### config.mk
export PLATFORM = sky130hd
export DESIGN_NAME = regfile_writeback_flat
export DESIGN_NICKNAME = d
export VERILOG_FILES = /design/src/rtl/regfile_writeback_if.sv /design/src/rtl/regfile_writeback.sv /design/src/flat_wrapper.sv
export SDC_FILE = /design/constraint.sdc
export NUM_CORES = 1
export LEC_CHECK = 0
export ABC_AREA = 1
export CAP_MARGIN = 20
export CORE_ASPECT_RATIO = 1.4
export CORE_UTILIZATION = 38
export CTS_CLUSTER_DIAMETER = 200
export CTS_CLUSTER_SIZE = 14
export DETAILED_ROUTE_END_ITERATION = 10
export GPL_TIMING_DRIVEN = 0
export PLACE_DENSITY_LB_ADDON = 0.2
export SETUP_SLACK_MARGIN = 0.1
export SYNTH_ARGS = -nofsm -noshare
export SYNTH_HDL_FRONTEND = slang
export SYNTH_SLANG_ARGS = --single-unit
### constraint.sdc
create_clock -name clk -period 3 [get_ports clk]
set_input_delay 0.45 -clock clk [delete_from_list [all_inputs] [get_ports clk]]
set_output_delay 0.45 -clock clk [all_outputs]
set_load 0.05 [all_outputs]
### src/rtl/regfile_writeback_if.sv
// Bundle between execute/LSU stages, issue logic and the register-file write port
// for the writeback arbiter.
interface regfile_writeback_if #(
    parameter int XLEN           = 32,
    parameter int LSU_FIFO_DEPTH = 2
);
    logic                              alu_valid;
    logic                              alu_ready;
    logic [4:0]                        alu_rd;
    logic [XLEN-1:0]                   alu_data;
    logic                              lsu_valid;
    logic                              lsu_ready;
    logic [4:0]                        lsu_rd;
    logic [XLEN-1:0]                   lsu_data;
    logic                              sb_set_valid;
    logic [4:0]                        sb_set_rd;
    logic [31:0]                       sb_busy;
    logic                              wb_we;
    logic [4:0]                        wb_addr;
    logic [XLEN-1:0]                   wb_data;
    logic [$clog2(LSU_FIFO_DEPTH):0]   fifo_count;

    modport master (
        output alu_valid, alu_rd, alu_data,
        output lsu_valid, lsu_rd, lsu_data,
        output sb_set_valid, sb_set_rd,
        input  alu_ready, lsu_ready, sb_busy,
        input  wb_we, wb_addr, wb_data, fifo_count
    );

    modport slave (
        input  alu_valid, alu_rd, alu_data,
        input  lsu_valid, lsu_rd, lsu_data,
        input  sb_set_valid, sb_set_rd,
        output alu_ready, lsu_ready, sb_busy,
        output wb_we, wb_addr, wb_data, fifo_count
    );
endinterface

### src/rtl/regfile_writeback.sv
// Register-file writeback arbiter: ALU results win by default, LSU results are
// buffered in a small FIFO with a starvation guard, plus a pending-write scoreboard.
module regfile_writeback #(
    parameter int XLEN           = 32,
    parameter int LSU_FIFO_DEPTH = 2,
    parameter int STARVE_LIMIT   = 4
) (
    input  logic               clk,
    input  logic               rstf,
    regfile_writeback_if.slave bus
);
    localparam int PTR_W = $clog2(LSU_FIFO_DEPTH);
    localparam int CNT_W = PTR_W + 1;
    localparam int SC_W  = $clog2(STARVE_LIMIT + 1);

    localparam logic [CNT_W-1:0] DEPTH_C = CNT_W'(LSU_FIFO_DEPTH);
    localparam logic [SC_W-1:0]  LIMIT_C = SC_W'(STARVE_LIMIT);

    logic [4:0]      mem_rd   [LSU_FIFO_DEPTH];
    logic [XLEN-1:0] mem_data [LSU_FIFO_DEPTH];

    logic [PTR_W-1:0] wr_ptr_q, wr_ptr_d;
    logic [PTR_W-1:0] rd_ptr_q, rd_ptr_d;
    logic [CNT_W-1:0] count_q, count_d;
    logic [SC_W-1:0]  starve_q, starve_d;
    logic [31:0]      busy_q, busy_d;
    logic             we_q, we_d;
    logic [4:0]       addr_q, addr_d;
    logic [XLEN-1:0]  data_q, data_d;

    logic fifo_nonempty;
    logic alu_ready;
    logic lsu_ready;
    logic alu_write;
    logic push;
    logic pop;

    assign fifo_nonempty = (count_q != '0);
    assign lsu_ready     = (count_q < DEPTH_C);
    assign alu_ready     = !(fifo_nonempty && (starve_q == LIMIT_C));

    // An rd=0 transfer on either side is consumed without producing a write.
    assign alu_write = bus.alu_valid && alu_ready && (bus.alu_rd != 5'd0);
    assign push      = bus.lsu_valid && lsu_ready && (bus.lsu_rd != 5'd0);
    assign pop       = fifo_nonempty && !alu_write;

    always_comb begin
        // NOTE: every combinational output gets a default first so no path can infer a latch.
        wr_ptr_d = wr_ptr_q;
        rd_ptr_d = rd_ptr_q;
        count_d  = count_q;
        starve_d = starve_q;
        busy_d   = busy_q;
        we_d     = 1'b0;
        addr_d   = addr_q;
        data_d   = data_q;

        if (push) wr_ptr_d = wr_ptr_q + PTR_W'(1);
        if (pop)  rd_ptr_d = rd_ptr_q + PTR_W'(1);

        unique case ({push, pop})
            2'b10:   count_d = count_q + CNT_W'(1);
            2'b01:   count_d = count_q - CNT_W'(1);
            default: count_d = count_q;
        endcase

        if (pop || !fifo_nonempty) begin
            starve_d = '0;
        end else if (alu_write && (starve_q != LIMIT_C)) begin
            starve_d = starve_q + SC_W'(1);
        end

        if (alu_write) begin
            we_d   = 1'b1;
            addr_d = bus.alu_rd;
            data_d = bus.alu_data;
        end else if (pop) begin
            we_d   = 1'b1;
            addr_d = mem_rd[rd_ptr_q];
            data_d = mem_data[rd_ptr_q];
        end

        // Clear before set so an issue to the same rd in the same cycle stays pending.
        if (pop) busy_d[mem_rd[rd_ptr_q]] = 1'b0;
        if (bus.sb_set_valid && (bus.sb_set_rd != 5'd0)) busy_d[bus.sb_set_rd] = 1'b1;
        busy_d[0] = 1'b0;
    end

    // NOTE: sequential state uses non-blocking assignments so every register samples pre-edge values.
    always_ff @(posedge clk or negedge rstf) begin
        if (!rstf) begin
            wr_ptr_q <= '0;
            rd_ptr_q <= '0;
            count_q  <= '0;
            starve_q <= '0;
            busy_q   <= '0;
            we_q     <= 1'b0;
            addr_q   <= '0;
            data_q   <= '0;
        end else begin
            wr_ptr_q <= wr_ptr_d;
            rd_ptr_q <= rd_ptr_d;
            count_q  <= count_d;
            starve_q <= starve_d;
            busy_q   <= busy_d;
            we_q     <= we_d;
            addr_q   <= addr_d;
            data_q   <= data_d;
        end
    end

    // NOTE: FIFO storage is not reset; occupancy and pointers alone decide which entries are live.
    always_ff @(posedge clk) begin
        if (push) begin
            mem_rd[wr_ptr_q]   <= bus.lsu_rd;
            mem_data[wr_ptr_q] <= bus.lsu_data;
        end
    end

    assign bus.alu_ready  = alu_ready;
    assign bus.lsu_ready  = lsu_ready;
    assign bus.sb_busy    = busy_q;
    assign bus.wb_we      = we_q;
    assign bus.wb_addr    = addr_q;
    assign bus.wb_data    = data_q;
    assign bus.fifo_count = count_q;
endmodule

### src/flat_wrapper.sv
// flat-port wrapper written by rule: the top's interface ports become plain ports
module regfile_writeback_flat 
#(
    parameter int XLEN           = 32,
    parameter int LSU_FIFO_DEPTH = 2,
    parameter int STARVE_LIMIT   = 4
)
  (clk, rstf, bus_alu_valid, bus_alu_rd, bus_alu_data, bus_lsu_valid, bus_lsu_rd, bus_lsu_data, bus_sb_set_valid, bus_sb_set_rd, bus_alu_ready, bus_lsu_ready, bus_sb_busy, bus_wb_we, bus_wb_addr, bus_wb_data, bus_fifo_count);
  regfile_writeback_if #(.XLEN(XLEN), .LSU_FIFO_DEPTH(LSU_FIFO_DEPTH)) bus_i ();
  input  logic clk;
  input  logic rstf;
  input wire logic [$bits(bus_i.alu_valid)-1:0] bus_alu_valid;
  input wire logic [$bits(bus_i.alu_rd)-1:0] bus_alu_rd;
  input wire logic [$bits(bus_i.alu_data)-1:0] bus_alu_data;
  input wire logic [$bits(bus_i.lsu_valid)-1:0] bus_lsu_valid;
  input wire logic [$bits(bus_i.lsu_rd)-1:0] bus_lsu_rd;
  input wire logic [$bits(bus_i.lsu_data)-1:0] bus_lsu_data;
  input wire logic [$bits(bus_i.sb_set_valid)-1:0] bus_sb_set_valid;
  input wire logic [$bits(bus_i.sb_set_rd)-1:0] bus_sb_set_rd;
  output wire logic [$bits(bus_i.alu_ready)-1:0] bus_alu_ready;
  output wire logic [$bits(bus_i.lsu_ready)-1:0] bus_lsu_ready;
  output wire logic [$bits(bus_i.sb_busy)-1:0] bus_sb_busy;
  output wire logic [$bits(bus_i.wb_we)-1:0] bus_wb_we;
  output wire logic [$bits(bus_i.wb_addr)-1:0] bus_wb_addr;
  output wire logic [$bits(bus_i.wb_data)-1:0] bus_wb_data;
  output wire logic [$bits(bus_i.fifo_count)-1:0] bus_fifo_count;
  assign bus_i.alu_valid = bus_alu_valid;
  assign bus_i.alu_rd = bus_alu_rd;
  assign bus_i.alu_data = bus_alu_data;
  assign bus_i.lsu_valid = bus_lsu_valid;
  assign bus_i.lsu_rd = bus_lsu_rd;
  assign bus_i.lsu_data = bus_lsu_data;
  assign bus_i.sb_set_valid = bus_sb_set_valid;
  assign bus_i.sb_set_rd = bus_sb_set_rd;
  assign bus_alu_ready = bus_i.alu_ready;
  assign bus_lsu_ready = bus_i.lsu_ready;
  assign bus_sb_busy = bus_i.sb_busy;
  assign bus_wb_we = bus_i.wb_we;
  assign bus_wb_addr = bus_i.wb_addr;
  assign bus_wb_data = bus_i.wb_data;
  assign bus_fifo_count = bus_i.fifo_count;
  regfile_writeback #(.XLEN(XLEN), .LSU_FIFO_DEPTH(LSU_FIFO_DEPTH), .STARVE_LIMIT(STARVE_LIMIT)) u_core (.clk(clk), .rstf(rstf), .bus(bus_i));
endmodule
==> results by group <==
Run status
  • Outcome: finished, violations left
  • Violated checks: DRC, hold timing

GRT
  • Grt ovf: 0
  • First-pass GRT wire length: 26420 um
  • Initial antenna violation count: 0
  • Largest net degree at the start of global routing: 40
  • Vias in the first global route: approximately 5200
  • M1 GR Usage: 0.2202
  • Total Routing Usage GR: 0.2009
  • Gr busiest metal: met2
  • Met3 GRT Util: 0.06216
  • Met2 global-route usage: 0.3676

Layout
  • Nets: roughly 950
  • Most frequent cells in the layout: nand2_1, clkdlybuf4s50_1, nand3_1
  • Area growth, synth to finish: 38.64%
  • Most common cell after layout, fill and taps aside: nand2_1
  • Finished Layout Cells: roughly 1100
  • Post-route cell area: approximately 8900 um2
  • Share of cells above drive strength 1: 0.07094
  • ANT cells: 0

Clock tree
  • Clk sink count: 150
  • # hold bufs at CTS: 0
  • Clock buffer depth: 2
  • Clock latency on the worst-skew pair: roughly 430 ps
  • Clk root buf: clkbuf_16
  • Postcts setup bufs: 0
  • CTS tree: done
  • Num CTS Buffers: 17
  • Htree depth: 4
  • CTS clock-pin slew for the worst setup and hold paths: around 60 ps
  • Gates resized, CTS repair: 0

Timing
  • Final setup viols: 0
  • Final setup margin: between 400 and 500 ps
  • Worst slew margin: 0.5155
  • Min Tclk post-route: between 2000 and 3000 ps
  • Final hold slack: -8.492 ps
  • Period Utilization, post-route: 0.8343
  • Final Hold Vio Count: 4
  • Fmax: roughly 400 MHz
  • Final Max Slew Viols: 0
  • Final Skew: between 8 and 9 ps
  • Worst Tran Pin Value: 724.1 ps
  • Final TNS setup: 0 ps
  • RSZ-0062 raised after global routing: false

Routing
  • Via count: ~5100
  • Final WL: 16540 um
  • Antenna Violating Nets Remaining: 0
  • Via density: between 4 and 5
  • Number of DRC markers in iteration 0: about 290
  • Wirelength per Cell: approximately 15 um
  • Number of remaining DRC errors: 10
  • First-pass iteration count of the detailed router: 7

Worst setup path
  • Worst Path Max Fanout: 5
  • Critical path endpoint category: primary output
  • Crit path required time: about 2600 ps
  • Element type at the critical path start: flip-flop
  • R2r startpoint: u_core.starve_q[0]
  • Setup CP Type: reg2out
  • Worst EP arrival: about 2000 ps
  • Crit. Startpoint: u_core.bus.fifo_count[1]
  • Reg2Reg Setup Slack: around 740 ps
  • R2r worst-path depth: 11

Floorplanning
  • Die Y: roughly 160 um
  • Starting Density: 0.3923
  • CORE AREA: between 15000 and 20000 um2
  • Die Wd: 111.7 um
  • Row count: 55
  • Full die area: around 17000 um2
  • I/O Pins: ~160

Synthesis
  • Largest area contributor in the netlist: edfxtp_1
  • Post-synth EDFFs: 74
  • Library cells used by synthesis: 26
  • Synth warnings: 0
  • #FFs+latches synth: 150
  • Cells after Synth: 683
  • Mean post-synth cell area: 9.368 um2
  • Sequential cell area fraction in the yosys report: 0.6445
  • Synthesized cell area: ~6400 um2
  • Yosys top cell area share: 0.3473
  • Synth area leaders: edfxtp_1, dfrtp_1, nand2_1
  • Most used DFF post-synth: dfrtp_1
  • Post-synth net total: between 700 and 800
  • Asr flop ratio synth: 0.5067

Placement
  • Pre-CTS setup slack: approximately 360 ps
  • Buffers on Ports: ~160
  • Placer Congestion: between 0.8 and 0.9
  • Placement Cell Area: around 8300 um2
  • Placed insts: 1041
  • DP HPWL: roughly 12000 um

Pwr
  • Worst vdd ir: 0.6661 mV
  • PwrDens: roughly 1100 nW/um2
  • Static Leak: 3.825 nW

Run
  • Max-cap violations: 0

Min path
  • Hold crit path type: in2async
==> routing by layer <==
layer / share of wire / vias up
met5: 0 / -
met4: 0.014 / 0
met3: 0.065 / 20
met2: 0.53 / 158
met1: 0.39 / 2362
li1: - / 2557
==> cell families after synthesis <==
kind of cell,synth area share
simple gates,0.2919
compound gates,0.008603
other cells,0.0005861
fa+ha+maj,0.005867
flops,0.6445
buf+inv,0.04165
xor+xnor,0.006845
==> report_power, final <==
group / internal [mW] / total (mW) / switching [mW]
clock: 1.20 / 2.08 / 0.881
combinational: 1.35 / 4.35 / 2.99
sequential: 2.81 / 3.13 / 0.320
total: 5.36 / 9.56 / 4.19
==> stage by stage <==
step | power [mW] | utilization
global route | 10.07 | 0.5439
CTS | 9.649 | 0.5439
floorplan | 5.940 | -
finish | 9.558 | 0.5439
detailed placement | 7.555 | 0.5087
global placement | 7.455 | 0.5033
==> final cells by class <==
| cell class | count | area, um2 |
|---|---|---|
| Fill cell | 1466 | 7438 |
| Sequential cell | 150 | 4124 |
| Multi-Input combinational cell | 476 | 2023 |
| Timing Repair Buffer | 159 | 1634 |
| Clock buffer | 20 | 456.7 |
| Tap cell | 199 | 249.0 |
| Buffer | 28 | 157.7 |
| Clock inverter | 12 | 117.6 |
| Inverter | 29 | 108.9 |
==> registers in the layout (all words and copies together), names as in the netlist <==
signal                 cells
u_core.bus.sb_busy        31
u_core.bus.fifo_count      2
u_core.bus.wb_addr         5
u_core.wr_ptr_q            1
u_core.bus.wb_we           1
u_core.mem_data           64
u_core.mem_rd             10
u_core.rd_ptr_q            1
u_core.starve_q            3
u_core.bus.wb_data        32
==> critical path, stage by stage (launching register included) <==
cell and delay (ps):
dfrtp_1 430, nor2_4 250, nor2_2 90, inv_1 60, clkdlybuf4s50_1 790
==> path summary, 6_finish.rpt <==
| path | endpoint |
|---|---|
| max in group asynchronous | u_core.bus.wb_data[20] |
| min reg2reg | u_core.bus.sb_busy[21] |
| min | u_core.bus.sb_busy[26] |
| min in group clk | u_core.bus.sb_busy[21] |
| max reg2reg | u_core.bus.fifo_count[1] |
| max | bus_alu_ready |
==> Yosys cell counts, types with 4 or more instances <==
master    instances
nand3_1          86
edfxtp_1         74
buf_2            12
buf_1             4
clkbuf_1          5
dfrtp_1          76
o21ai_0           5
inv_1            28
nor3_1            5
nand2_1         318
nor2_1           42
buf_4             4
(Power assumes the default switching activity.)
